**src/rtl/mult_share_ctrl_32x20_if.sv**
```systemverilog
// Bus bundle for mult_share_ctrl_32x20: requester side, multiplier side and result port.
// The controller uses the slave modport; whatever drives requests and the multiplier uses master.
interface mult_share_ctrl_32x20_if #(
    parameter int N_REQ = 4,
    parameter int ID_W  = 2,
    parameter int OUT_W = 12
);
    logic [N_REQ-1:0]    req_valid;
    logic [N_REQ-1:0]    req_ready;
    logic [N_REQ*20-1:0] req_in1;
    logic [N_REQ*32-1:0] req_in2;
    logic [19:0]         mul_in1;
    logic [31:0]         mul_in2;
    logic [OUT_W-1:0]    mul_out;
    logic                res_valid;
    logic                res_ready;
    logic [ID_W-1:0]     res_id;
    logic [OUT_W-1:0]    res_data;
    logic                busy;

    modport slave (
        input  req_valid, req_in1, req_in2, mul_out, res_ready,
        output req_ready, mul_in1, mul_in2, res_valid, res_id, res_data, busy
    );

    modport master (
        output req_valid, req_in1, req_in2, mul_out, res_ready,
        input  req_ready, mul_in1, mul_in2, res_valid, res_id, res_data, busy
    );
endinterface

```
**src/rtl/mult_share_ctrl_32x20.sv**
```systemverilog
// Shares one registered 32x20 multiplier (truncated result) among N_REQ requesters.
// Define MULT_SHARE_FIXED_PRIO_EN for lowest-index-wins arbitration instead of round-robin.
//
// state | meaning
// IDLE  | waiting for a request; grant is combinational in this state
// WAIT  | operands registered, counting down the multiplier latency
// HOLD  | result presented on the result port until accepted
module mult_share_ctrl_32x20 #(
    parameter int N_REQ    = 4,
    parameter int ID_W     = 2,
    parameter int MULT_LAT = 1,
    parameter int OUT_W    = 12
) (
    input  logic                  clk,
    input  logic                  rst,
    mult_share_ctrl_32x20_if.slave bus
);
    localparam int CNT_W = $clog2(MULT_LAT + 1);

    typedef enum logic [1:0] {IDLE, WAIT, HOLD} state_t;

    state_t           state_q;
    logic [CNT_W-1:0] cnt_q;
    logic [ID_W-1:0]  id_q;
    logic [19:0]      mul_in1_q;
    logic [31:0]      mul_in2_q;
    logic             res_valid_q;
    logic [ID_W-1:0]  res_id_q;
    logic [OUT_W-1:0] res_data_q;
    logic             busy_q;

    logic             gnt_found_d;
    logic [ID_W-1:0]  gnt_id_d;
    logic [N_REQ-1:0] req_ready_d;

`ifdef MULT_SHARE_FIXED_PRIO_EN
    always_comb begin
        gnt_found_d = 1'b0;
        gnt_id_d    = '0;
        for (int i = N_REQ - 1; i >= 0; i--) begin
            if (bus.req_valid[i]) begin
                gnt_found_d = 1'b1;
                gnt_id_d    = ID_W'(i);
            end
        end
    end
`else
    logic [ID_W-1:0] rr_ptr_q;

    // Scan far-to-near so the last hit is the first valid requester at or after rr_ptr.
    always_comb begin : rr_scan
        int idx;
        idx         = 0;
        gnt_found_d = 1'b0;
        gnt_id_d    = '0;
        for (int k = N_REQ - 1; k >= 0; k--) begin
            idx = int'(rr_ptr_q) + k;
            if (idx >= N_REQ) begin
                idx = idx - N_REQ;
            end
            if (bus.req_valid[idx]) begin
                gnt_found_d = 1'b1;
                gnt_id_d    = ID_W'(idx);
            end
        end
    end
`endif

    always_comb begin
        req_ready_d = '0;
        if (state_q == IDLE && gnt_found_d && !rst) begin
            req_ready_d[gnt_id_d] = 1'b1;
        end
    end

    always_ff @(posedge clk) begin
        if (rst) begin
            state_q     <= IDLE;
            cnt_q       <= '0;
            id_q        <= '0;
            mul_in1_q   <= '0;
            mul_in2_q   <= '0;
            res_valid_q <= 1'b0;
            res_id_q    <= '0;
            res_data_q  <= '0;
            busy_q      <= 1'b0;
`ifndef MULT_SHARE_FIXED_PRIO_EN
            rr_ptr_q    <= '0;
`endif
        end else begin
            case (state_q)
                IDLE: begin
                    if (gnt_found_d) begin
                        mul_in1_q <= bus.req_in1[20*gnt_id_d +: 20];
                        mul_in2_q <= bus.req_in2[32*gnt_id_d +: 32];
                        id_q      <= gnt_id_d;
                        cnt_q     <= CNT_W'(MULT_LAT);
                        busy_q    <= 1'b1;
                        state_q   <= WAIT;
`ifndef MULT_SHARE_FIXED_PRIO_EN
                        rr_ptr_q  <= (gnt_id_d == ID_W'(N_REQ - 1)) ? '0
                                                                    : gnt_id_d + ID_W'(1);
`endif
                    end
                end
                WAIT: begin
                    if (cnt_q != '0) begin
                        cnt_q <= cnt_q - CNT_W'(1);
                    end else begin
                        res_data_q  <= bus.mul_out;
                        res_id_q    <= id_q;
                        res_valid_q <= 1'b1;
                        state_q     <= HOLD;
                    end
                end
                HOLD: begin
                    if (bus.res_ready) begin
                        res_valid_q <= 1'b0;
                        busy_q      <= 1'b0;
                        state_q     <= IDLE;
                    end
                end
                default: state_q <= IDLE;
            endcase
        end
    end

    assign bus.req_ready = req_ready_d;
    assign bus.mul_in1   = mul_in1_q;
    assign bus.mul_in2   = mul_in2_q;
    assign bus.res_valid = res_valid_q;
    assign bus.res_id    = res_id_q;
    assign bus.res_data  = res_data_q;
    assign bus.busy      = busy_q;
endmodule

```
**src/flat_wrapper.sv**
```systemverilog
// flat-port wrapper written by rule: the top's interface ports become plain ports
module mult_share_ctrl_32x20_flat 
#(
    parameter int N_REQ    = 4,
    parameter int ID_W     = 2,
    parameter int MULT_LAT = 1,
    parameter int OUT_W    = 12
)
  (clk, rst, bus_req_valid, bus_req_in1, bus_req_in2, bus_mul_out, bus_res_ready, bus_req_ready, bus_mul_in1, bus_mul_in2, bus_res_valid, bus_res_id, bus_res_data, bus_busy);
  mult_share_ctrl_32x20_if #(.N_REQ(N_REQ), .ID_W(ID_W), .OUT_W(OUT_W)) bus_i ();
  input  logic clk;
  input  logic rst;
  input wire logic [$bits(bus_i.req_valid)-1:0] bus_req_valid;
  input wire logic [$bits(bus_i.req_in1)-1:0] bus_req_in1;
  input wire logic [$bits(bus_i.req_in2)-1:0] bus_req_in2;
  input wire logic [$bits(bus_i.mul_out)-1:0] bus_mul_out;
  input wire logic [$bits(bus_i.res_ready)-1:0] bus_res_ready;
  output wire logic [$bits(bus_i.req_ready)-1:0] bus_req_ready;
  output wire logic [$bits(bus_i.mul_in1)-1:0] bus_mul_in1;
  output wire logic [$bits(bus_i.mul_in2)-1:0] bus_mul_in2;
  output wire logic [$bits(bus_i.res_valid)-1:0] bus_res_valid;
  output wire logic [$bits(bus_i.res_id)-1:0] bus_res_id;
  output wire logic [$bits(bus_i.res_data)-1:0] bus_res_data;
  output wire logic [$bits(bus_i.busy)-1:0] bus_busy;
  assign bus_i.req_valid = bus_req_valid;
  assign bus_i.req_in1 = bus_req_in1;
  assign bus_i.req_in2 = bus_req_in2;
  assign bus_i.mul_out = bus_mul_out;
  assign bus_i.res_ready = bus_res_ready;
  assign bus_req_ready = bus_i.req_ready;
  assign bus_mul_in1 = bus_i.mul_in1;
  assign bus_mul_in2 = bus_i.mul_in2;
  assign bus_res_valid = bus_i.res_valid;
  assign bus_res_id = bus_i.res_id;
  assign bus_res_data = bus_i.res_data;
  assign bus_busy = bus_i.busy;
  mult_share_ctrl_32x20 #(.N_REQ(N_REQ), .ID_W(ID_W), .MULT_LAT(MULT_LAT), .OUT_W(OUT_W)) u_core (.clk(clk), .rst(rst), .bus(bus_i));
endmodule
```
**config.mk**
```make
export PLATFORM = sky130hd
export DESIGN_NAME = mult_share_ctrl_32x20_flat
export DESIGN_NICKNAME = d
export VERILOG_FILES = /design/src/rtl/mult_share_ctrl_32x20_if.sv /design/src/rtl/mult_share_ctrl_32x20.sv /design/src/flat_wrapper.sv
export SDC_FILE = /design/constraint.sdc
export NUM_CORES = 1
export LEC_CHECK = 0
export ABC_AREA = 1
export CAP_MARGIN = 30
export CORE_UTILIZATION = 39
export DETAILED_ROUTE_END_ITERATION = 6
export PLACE_DENSITY = 0.82
export SYNTH_ARGS = -nofsm -noshare
export SYNTH_HDL_FRONTEND = slang
export SYNTH_SLANG_ARGS = --single-unit
```
**constraint.sdc**
```tcl
create_clock -name clk -period 2.4 [get_ports clk]
set_input_delay 0.48 -clock clk [delete_from_list [all_inputs] [get_ports clk]]
set_output_delay 0.48 -clock clk [all_outputs]
set_load 0.05 [all_outputs]
```
* After elaboration in Yosys (flattened, before gate mapping)
Index checks and enable logic that the tools add are counted.
** Word-level totals
- Bits of input ports :: 227
- Register bits :: 75
** Operators by class
- $mul :: 1
- Multiplexer cells :: 39
- Equal/unequal tests :: 6
- $add $sub $neg :: 9
- Bitwise logic cells :: 1
- Magnitude comparators :: 10
- Shift-type cells :: 2
- Reductions and logical operators :: 14
** Operators with widths (count)
- $lt A32 B4 Y1 const B :: 4
- $mux W32 :: 4
- $shiftx A128 B8 Y32 :: 1
- $ge A32 B4 Y1 const B :: 3
- $sub A32 B4 Y32 const B :: 3
- $shiftx A80 B8 Y20 :: 1
- $mux W1 :: 17
- $mux W2 :: 8
- $reduce_and A3 Y1 :: 3
- $bmux W1 S2 :: 4
- $add A2 B2 Y3 const B :: 2
- $pmux W1 S2 :: 3
- $pmux W2 S3 :: 1
- $reduce_and A2 Y1 :: 3
- $reduce_bool A2 Y1 :: 3
- $mul A3 B2 Y5 const A :: 1
- $eq A2 B2 Y1 const B :: 2
- $mux W4 :: 1
- $ne A2 B2 Y1 const B :: 2
- $sub A2 B3 Y4 const B :: 1
- $add A2 B1 Y3 const B :: 1
- $ge A2 B3 Y1 const B :: 1
- $logic_and A1 B1 Y1 :: 3
- $lt A2 B3 Y1 const B :: 1
- other kinds (9) :: 9

* Longest topological paths before layout
Gate-level depths: netlist of run 1.
- Word-level depth :: 15
- Mapped depth :: 14
- Gate-level depth less buffers :: 13

* Worst setup path before layout of run 1
Ideal clock, no wire load.
- Path type :: in2out
- From :: in bus_req_valid[1]
- To :: out bus_req_ready[0]
- Stages :: 10
- Arrival :: 2.550 ns
- Buffers on the path :: 2
- Data required time :: 1.920 ns
- Slack :: -0.630 ns
- Cell sequence :: inv_1 > o21ai_0 > nand2_1 > nand3_2 > nand2_1 > nand2_2 > nand2_4 > buf_6 > buf_6 > nor3_1
** Between the ends
- Word-level cells in the longest chain between the ends :: 12
- Elaborated cells on any way between the ends :: 28
- Classes of those cells :: 2 x order compare; 23 x mux; 3 x reduce/logical
** RTL lines
- start: declaration :: RTL line flat_wrapper.sv:13 : input wire logic [$bits(bus_i.req_valid)-1:0] bus_req_valid;
- $bmux W1 S2 :: RTL line mult_share_ctrl_32x20.sv:61 : if (bus.req_valid[idx]) begin
- $mux W1 (implied by the code) (2 in series) :: RTL line mult_share_ctrl_32x20.sv:61
- $mux W2 (4 in series) :: RTL line mult_share_ctrl_32x20.sv:61
- $lt A2 B3 Y1 (implied by the code) or $ge A2 B1 Y1 (tied branches) :: RTL line mult_share_ctrl_32x20.sv:72 : req_ready_d[gnt_id_d] = 1'b1;
- $logic_and A1 B1 Y1 (implied by the code) :: RTL line mult_share_ctrl_32x20.sv:72
- $mux W1 (implied by the code) :: RTL line mult_share_ctrl_32x20.sv:72
- $demux W1 S2
- $mux W4 * :: RTL line mult_share_ctrl_32x20.sv:71 : if (state_q == IDLE && gnt_found_d && !rst) begin
- end: declaration :: RTL line flat_wrapper.sv:18 : output wire logic [$bits(bus_i.req_ready)-1:0] bus_req_ready;
Every way passes the cells marked *; elsewhere a longest branch is shown, timed or not. The select of a mux whose other input is x is not followed.

* Final worst setup path of run 1
- From :: reg u_core.rr_ptr_q[1]
- To :: out bus_req_ready[0]
** Between the ends
- Word-level cells in the longest chain between the ends :: 15
- Elaborated cells on any way between the ends :: 43
- Classes of those cells :: 7 x add/sub; 6 x order compare; 27 x mux; 3 x reduce/logical
** RTL lines
- start: declaration :: RTL line mult_share_ctrl_32x20.sv:48 : logic [ID_W-1:0] rr_ptr_q;
- start signal: assignment :: RTL line mult_share_ctrl_32x20.sv:101 : rr_ptr_q <= (gnt_id_d == ID_W'(N_REQ - 1)) ? '0
- $add A2 B2 Y3 :: RTL line mult_share_ctrl_32x20.sv:57 : idx = int'(rr_ptr_q) + k;
- $sub A32 B4 Y32 or $ge A32 B4 Y1 (tied branches) :: RTL line mult_share_ctrl_32x20.sv:59, mult_share_ctrl_32x20.sv:58
- $mux W32 :: RTL line mult_share_ctrl_32x20.sv:58 : if (idx >= N_REQ) begin
- $bmux W1 S2 :: RTL line mult_share_ctrl_32x20.sv:61
- $mux W1 (implied by the code) (2 in series) :: RTL line mult_share_ctrl_32x20.sv:61
- $mux W2 (4 in series) :: RTL line mult_share_ctrl_32x20.sv:61
- $lt A2 B3 Y1 (implied by the code) or $ge A2 B1 Y1 (tied branches) :: RTL line mult_share_ctrl_32x20.sv:72
- $logic_and A1 B1 Y1 (implied by the code) :: RTL line mult_share_ctrl_32x20.sv:72
- $mux W1 (implied by the code) :: RTL line mult_share_ctrl_32x20.sv:72
- $demux W1 S2
- $mux W4 * :: RTL line mult_share_ctrl_32x20.sv:71
Marked as above.

==> results of run 1 <==
## per-stage QoR
stage | setup slack [ns] | util, % | instance area [um2]
2_1_floorplan | -0.00793 | - | 5200
3_3_place_gp | -0.291 | 65.8 | 8400
3_5_place_dp | -0.322 | 65.8 | 8400
4_1_cts | -0.0563 | 70.2 | 8970
5_1_grt | -0.193 | 70.9 | 9050
6_report | -0.111 | 70.9 | 9050
## synthesized netlist by cell type, types with 2 or more instances
cell type                  count  area share, %
sky130_fd_sc_hd__nand2_1     289             21
sky130_fd_sc_hd__nand3_1     162             16
sky130_fd_sc_hd__inv_1       154             11
sky130_fd_sc_hd__nor2_1      109            7.9
sky130_fd_sc_hd__dfxtp_1      75             29
sky130_fd_sc_hd__nor3b_1      30            4.4
sky130_fd_sc_hd__buf_2        22            2.1
sky130_fd_sc_hd__a21oi_1      21            2.0
sky130_fd_sc_hd__clkbuf_1     19            1.4
sky130_fd_sc_hd__buf_6         6            1.3
sky130_fd_sc_hd__buf_1         4           0.29
sky130_fd_sc_hd__buf_4         4           0.58
sky130_fd_sc_hd__nor3_1        3           0.29
sky130_fd_sc_hd__o21ai_0       3           0.29
sky130_fd_sc_hd__clkinv_1      2           0.15
sky130_fd_sc_hd__inv_2         2           0.15
sky130_fd_sc_hd__nand2_2       2           0.24
## placed cells by master (no fill, tap or decap), types with 2 or more instances in the layout
| cell | netlist | layout |
|---|---|---|
| sky130_fd_sc_hd__a21oi_1 | 21 | 21 |
| sky130_fd_sc_hd__nand3_1 | 162 | 158 |
| sky130_fd_sc_hd__nand2_4 | 1 | 7 |
| sky130_fd_sc_hd__clkinv_4 | 0 | 2 |
| sky130_fd_sc_hd__nand2_1 | 289 | 279 |
| sky130_fd_sc_hd__buf_12 | 0 | 7 |
| sky130_fd_sc_hd__buf_4 | 4 | 34 |
| sky130_fd_sc_hd__clkbuf_16 | 0 | 9 |
| sky130_fd_sc_hd__o21ai_0 | 3 | 2 |
| sky130_fd_sc_hd__inv_2 | 2 | 6 |
| sky130_fd_sc_hd__clkdlybuf4s50_1 | 0 | 290 |
| sky130_fd_sc_hd__o21ai_4 | 0 | 2 |
| sky130_fd_sc_hd__dlygate4sd2_1 | 0 | 4 |
| sky130_fd_sc_hd__nand2_2 | 2 | 6 |
| sky130_fd_sc_hd__nor3b_1 | 30 | 30 |
| sky130_fd_sc_hd__nor3_4 | 0 | 3 |
| sky130_fd_sc_hd__bufinv_16 | 0 | 2 |
| sky130_fd_sc_hd__clkinvlp_4 | 0 | 2 |
| sky130_fd_sc_hd__buf_6 | 6 | 8 |
| sky130_fd_sc_hd__nand3_2 | 1 | 2 |
| sky130_fd_sc_hd__nor2_1 | 109 | 107 |
| sky130_fd_sc_hd__inv_1 | 154 | 149 |
| sky130_fd_sc_hd__nor2_2 | 1 | 2 |
| sky130_fd_sc_hd__nand3_4 | 1 | 4 |
| sky130_fd_sc_hd__dfxtp_4 | 0 | 2 |
| sky130_fd_sc_hd__dfxtp_1 | 75 | 73 |
## worst paths after layout
kind                                            from                    end  slack, ns
worst max-delay path              u_core.rr_ptr_q[1]       bus_req_ready[0]      -0.11
worst min-delay path            u_core.bus.res_id[1]   u_core.bus.res_id[1]       0.46
worst max register to register    u_core.rr_ptr_q[0]  u_core.bus.mul_in2[3]       0.08
worst min register to register  u_core.bus.res_id[1]   u_core.bus.res_id[1]       0.46
## per-layer routing
| layer | track usage, % | vias to the layer above | wire length [um] |
|---|---|---|---|
| li1 | - | 3375 | - |
| met1 | 30.6 | 2939 | 7560 |
| met2 | 48.4 | 271 | 9330 |
| met3 | 7.57 | 56 | 1560 |
| met4 | 15.5 | 0 | 845 |
| met5 | 0 | - | 0 |
## critical path: cells and delay by family, from the launching register on
kind / cells / cell delay [ns]
and+or+nand+nor: 8 / 0.80
DFF: 1 / 0.37
buffers and inverters: 3 / 0.51
## logic make-up (layout without fill, tap and decap cells)
kind of cell    Yosys count  in the layout  synth area share, %
flops                    75             75                 29.1
fa+ha+maj                 1              1                0.243
xor+xnor                  1              1                0.170
simple gates            599            599                 50.5
compound gates           27             27                 2.72
buf+inv                 213            518                 17.2
## what timing repair did
action                     in CTS  in global routing
hold endpoints to repair        0                  0
pin swaps                      19                  6
gates resized for setup        50                  8
setup endpoints to repair       4                  4
setup buffers                  11                  4
## flip-flops by register name (all words and copies together) (netlist names)
signal,flops
u_core.rr_ptr_q,2
u_core.bus.mul_in2,32
u_core.bus.res_id,2
u_core.cnt_q,1
u_core.state_q,2
u_core.bus.res_valid,1
u_core.bus.busy,1
u_core.bus.mul_in1,20
u_core.bus.res_data,12
u_core.id_q,2
## power breakdown
group,switching [W],internal (W)
sequential,0.000296,0.00179
clock,0.000568,0.000939
combinational,0.00595,0.00361
## area by class of cell
class                   count  area [um2]  share of cell area [%]
multi-input cells         628        2960                    32.7
inverters                 158         603                    6.66
flip-flops and latches     75        1510                    16.7
clock buffers              10         239                    2.64
clock inverters             6        88.8                   0.981
repair buffers            344        3440                    38.0
well taps                 172         215                    2.38
==> impl_metrics.ini, run 1 <==
[place]
gpl.final_weighted_congestion = 0.844
dpl.hpwl_um = 13500
placed_cells_incl_taps = 1362
portBuffers = 298

[status]
violations = negative setup slack
run_status = finished, violations left

[worst_setup_path]
critical_path.most_common_cell = sky130_fd_sc_hd__nand2_2
critical-path-max-stage-delay_ns = 0.37
timing.critical_path.required_ns = 1.92
worst-r2r-cell-count = 16
cp-start-kind = flip-flop
worstSetupPathType = flip-flop to output port
worst-path-max-fanout = 4
worst-endpoint-arrival_ns = 2.03
cp-end-kind = output port
critical_path_cell_sequence = inv_1 > nand2_1 > nand2_1 > nand2_2 > nand3_4 > nand2_2 > nand2_2 > nand2_4 > buf_12 > nor3_4 > buf_6
critPathSlowestCell = sky130_fd_sc_hd__dfxtp_4

[clock_network]
cts-root-buf = sky130_fd_sc_hd__clkbuf_16
post_cts_hold_buffer_count = 0
clock_sinks = 75
clk_path_buf_depth = 2
tritoncts = yes
number_of_h_tree_levels = 3
clkTransAtPathRegs_ns = 0.06
clk_latency_ns = 0.34
cts_inserted_buffers = 9

[floorplan]
die_area_mm2 = 0.0137
dieWidth_um = 117
start_util_pct = 40.3
io_pins = 299
die_y_um = 117
rows = 41
core_mm2 = 0.0128

[flow_run]
max_cap_viol_count = 0

[yosys]
syn-num-nets = 1144
synth.ff_latch_count = 75
synth_area_mm2 = 0.00515
yosys_warnings = 0
main_flop_type_after_synthesis = sky130_fd_sc_hd__dfxtp_1
synthCells = 916
async_reset_ff_share_pct = 0
avgSynthCellArea_um2 = 5.62
synth.distinct_cells = 26
number_of_enable_flip_flop_cells_after_synthesis = 0
synth_sequential_area_ratio_pct = 29.1

[detailed_routing]
drt-total-wl_um = 19300
drc = 0
vias = 6641
post_drt_via_cell_ratio = 4.77
drt.antenna.violating_nets = 0
violation_count_after_the_first_detailed_routing_iteration = 379
drt-pass1-iter-count = 5
routed_wire_length_per_instance_um = 13.9

[sta]
timing.final.setup_violations = 4
finalMaxSlewViolations = 0
finalWorstPathRequiredPeriod_ns = 2.51
worst-slew-pin-transition_ns = 0.568
grt_setup_unrepaired = yes
final-hold-violation-count = 0
fmaxAchievable_mhz = 398
finClkSkew_ns = 0.00309
min_period_over_period_pct = 105
total_negative_slack_for_setup_checks_ns = -0.371
holdWs_ns = 0.462
maxSlewHeadroom_pct = 62.0
final_critical_path_setup_slack_ns = -0.111

[power_and_ir_drop]
power_per_cell_area_mw_per_mm2 = 1450
ir_worst_vdd_mv = 0.756
finalPower_w = 0.0131
leakage_nw = 4.41

[finish]
antennaDiodeCount = 0
layout-drive-gt1-share_pct = 8.60
nFillCells = 1054
area.growth.synth_to_final_pct = 75.7
design.final.nets = 1444
final-instance-count-excl-fill = 1393

[global_routing]
grtUsageTotal_pct = 27.8
grt_max_degree = 48
globalRoute.totalOverflow = 0
first_global_vias = 6076
grt_pass1_wl_um = 29200
antenna_found_initial = 0

[min_path]
worstHoldPathCells = 2
min-delay-path-class = flip-flop to flip-flop
Power figures use the tool's default switching activity.
==> run 2, diff against run 1 <==
--- a/config.mk
+++ b/config.mk
@@ -5,11 +5,12 @@
 export SDC_FILE = /design/constraint.sdc
 export NUM_CORES = 1
 export LEC_CHECK = 0
-export ABC_AREA = 1
 export CAP_MARGIN = 30
-export CORE_UTILIZATION = 39
+export CORE_AREA = 2 2 117 119
 export DETAILED_ROUTE_END_ITERATION = 6
-export PLACE_DENSITY = 0.82
+export DIE_AREA = 0 0 119 121
+export PLACE_DENSITY = 0.75
+export SKIP_LAST_GASP = 1
 export SYNTH_ARGS = -nofsm -noshare
 export SYNTH_HDL_FRONTEND = slang
 export SYNTH_SLANG_ARGS = --single-unit
==> run 2 against run 1 <==
  * The run now ends clean
  * Largest cell class unchanged
  * Clock skew grew 0.0033 ns
  * Die area rose by 5.3%
  * Synthesized cell count down 45%
  * Via count fell by 19%
  * Maximum frequency increased by 6.6%
==> impl_metrics.ini, run 2 <==
[status]
run_status = completed

[finish]
antennaDiodeCount = 0
multi_input_area_mm2 = 0.00257
largest_register_ffs = 32
mostFrequentLayoutCells = 290 x sky130_fd_sc_hd__clkdlybuf4s50_1, 73 x sky130_fd_sc_hd__dfxtp_1, 56 x sky130_fd_sc_hd__nand2_1
nFillCells = 1071
layout_commonest_cell = sky130_fd_sc_hd__clkdlybuf4s50_1
area.growth.synth_to_final_pct = 92.6
design.final.nets = 1042
layout-drive-gt1-share_pct = 11.4
layout.area.seq_mm2 = 0.00151

[detailed_routing]
drt.antenna.violating_nets = 0
routed_wire_length_per_instance_um = 18.0
post_drt_via_cell_ratio = 5.40
drt-total-wl_um = 17900
vias = 5370
violation_count_after_the_first_detailed_routing_iteration = 280
drt-pass1-iter-count = 5
drc = 0

[floorplan]
die_y_um = 121
core_mm2 = 0.0131
rows = 42
die_area_mm2 = 0.0144
dieWidth_um = 119
io_pins = 299
start_util_pct = 32.3

[clock_network]
tritoncts = yes
cts-root-buf = sky130_fd_sc_hd__clkbuf_16
clk_path_buf_depth = 2
number_of_h_tree_levels = 3
clk_latency_ns = 0.34
post_cts_hold_buffer_count = 0
clkTransAtPathRegs_ns = 0.06
clock_sinks = 75
cts_inserted_buffers = 9

[global_routing]
first_global_vias = 5370
globalRoute.totalOverflow = 0
grt_max_degree = 31
grtUsageTotal_pct = 23.8
grt_pass1_wl_um = 27300
antenna_found_initial = 0

[worst_setup_path]
worst-r2r-cell-count = 7
critical_register_to_register_path_endpoint = u_core.bus.mul_in2[24]
cp-end-kind = output port
timing.critical_path.required_ns = 1.92
worst_setup_path_startpoint = u_core.rr_ptr_q[1]
worst-path-max-fanout = 8
worst-endpoint-arrival_ns = 1.88
worstSetupEndpoint = bus_req_ready[2]
cp-start-kind = flip-flop
setup.reg_to_reg.worst_slack_ns = 0.37
worstSetupPathType = flip-flop to output port
critical_path.reg2reg.startpoint = u_core.rr_ptr_q[1]

[sta]
finalWorstPathRequiredPeriod_ns = 2.36
final-hold-violation-count = 0
finClkSkew_ns = 0.00634
timing.final.setup_violations = 0
worst-slew-pin-transition_ns = 0.599
min_period_over_period_pct = 98.1
finalMaxSlewViolations = 0
final_critical_path_setup_slack_ns = 0.0448
maxSlewHeadroom_pct = 60.1
holdWs_ns = 0.459
fmaxAchievable_mhz = 425

[yosys]
synth.distinct_cells = 40
main_flop_type_after_synthesis = sky130_fd_sc_hd__dfxtp_1
number_of_enable_flip_flop_cells_after_synthesis = 0
yosys_warnings = 0
synth_sequential_area_ratio_pct = 35.5
async_reset_ff_share_pct = 0
synthCells = 506
post-synth-top-area-cell = sky130_fd_sc_hd__dfxtp_1
synth_top_cell_area_share_pct = 35.5
synth_area_mm2 = 0.00423
synth_commonest_cells = 75 x sky130_fd_sc_hd__dfxtp_1, 57 x sky130_fd_sc_hd__nand2_1, 52 x sky130_fd_sc_hd__nand3_1, 52 x sky130_fd_sc_hd__o21ai_0, 47 x sky130_fd_sc_hd__a21oi_1
yosys-top-cells-area = sky130_fd_sc_hd__dfxtp_1 35%, sky130_fd_sc_hd__mux2_1 7.7%, sky130_fd_sc_hd__a221o_1 7.3%
syn-num-nets = 734
synth.ff_latch_count = 75
synth_most_common_cell = sky130_fd_sc_hd__dfxtp_1
avgSynthCellArea_um2 = 8.36

[power_and_ir_drop]
ir_worst_vdd_mv = 0.380
power_per_cell_area_mw_per_mm2 = 753
leakage_nw = 3.03

[place]
post-place-ws_ns = -0.373
portBuffers = 298
dpl.hpwl_um = 13100
gpl.final_weighted_congestion = 0.902

[flow_run]
max_cap_viol_count = 0

[min_path]
min-delay-path-class = flip-flop to flip-flop
run 2: changes by cell type after synthesis, moves of 26 or more:
cell                      before  now
sky130_fd_sc_hd__nand2_1     289   57
sky130_fd_sc_hd__inv_1       154    3
sky130_fd_sc_hd__nand3_1     162   52
sky130_fd_sc_hd__nor2_1      109   13
sky130_fd_sc_hd__o21ai_0       3   52
sky130_fd_sc_hd__a221o_1       0   31
sky130_fd_sc_hd__nor3b_1      30    0
sky130_fd_sc_hd__mux2_1        0   29
sky130_fd_sc_hd__a21oi_1      21   47
run 2: worst min-delay path by stage:
stage	to	slack, ns	from	cells after the start
finish	u_core.bus.res_id[0]	0.46	u_core.bus.res_id[0]	2
global route	u_core.bus.res_data[7]	0.48	u_core.bus.res_data[7]	2
CTS	u_core.bus.res_data[7]	0.46	u_core.bus.res_data[7]	2
detailed placement	u_core.bus.res_data[7]	0.45	u_core.bus.res_data[7]	2
global placement	u_core.bus.res_data[5]	0.44	u_core.bus.res_data[5]	2
floorplan	u_core.bus.res_id[0]	0.43	u_core.id_q[0]	2
run 2: cell families after synthesis:
| kind of cell | synth area share [%] |
|---|---|
| compound gates | 29.9 |
| fa+ha+maj | 0.296 |
| buf+inv | 5.44 |
| flops | 35.5 |
| mux | 13.9 |
| simple gates | 15.0 |
run 2: layer usage:
layer / vias to the layer above / GRT usage [%] / wire length (um)
li1: 2515 / - / -
met1: 2526 / 26.6 / 7000
met2: 296 / 43.5 / 8880
met3: 33 / 5.40 / 1590
met4: 0 / 9.97 / 473
met5: - / 0 / 0
run 2: metrics by stage:
stage | utilization (%) | cell area [um2] | setup TNS [ns] | std cells | power (W)
floorplan | - | 4240 | -0.110 | 506 | 0.00322
global route | 62.3 | 8150 | -0.00266 | 995 | 0.00638
detailed placement | 58.8 | 7700 | -13.54 | 974 | 0.00443
CTS | 62.1 | 8120 | 0 | 993 | 0.00615
finish | 62.3 | 8150 | 0 | 995 | 0.00614
global placement | 58.8 | 7700 | -9.23 | 974 | 0.00438
run 2: power by group:
part / leakage [nW] / internal, W / switching, W
logic: 2.23 / 0.00123 / 0.00160
clock network: 0.177 / 0.00113 / 0.000561
registers: 0.619 / 0.00147 / 0.000150
run 2: timing repair:
item | 4_1_cts | 5_1_grt
pin swaps | 1 | 2
buffers inserted | 3 | 2
setup endpoints to repair | 5 | 3
gates resized for setup | 17 | 9
run 2: cell type report:
class	instances	area share [%]
flip-flops and latches	75	18.5
clock buffers	10	2.81
repair buffers	345	42.5
inverters	5	0.230
clock inverters	6	1.69
multi-input cells	378	31.6
well taps	176	2.70
run 2: worst max-delay path, stage by stage, from the launching register on:
cell and delay (ns):
sky130_fd_sc_hd__dfxtp_4 0.41, sky130_fd_sc_hd__mux2i_4 0.26, sky130_fd_sc_hd__o22ai_2 0.15, sky130_fd_sc_hd__nor2_8 0.12, sky130_fd_sc_hd__inv_2 0.06, sky130_fd_sc_hd__ha_1 0.19, sky130_fd_sc_hd__and2_2 0.19, sky130_fd_sc_hd__buf_12 0.15
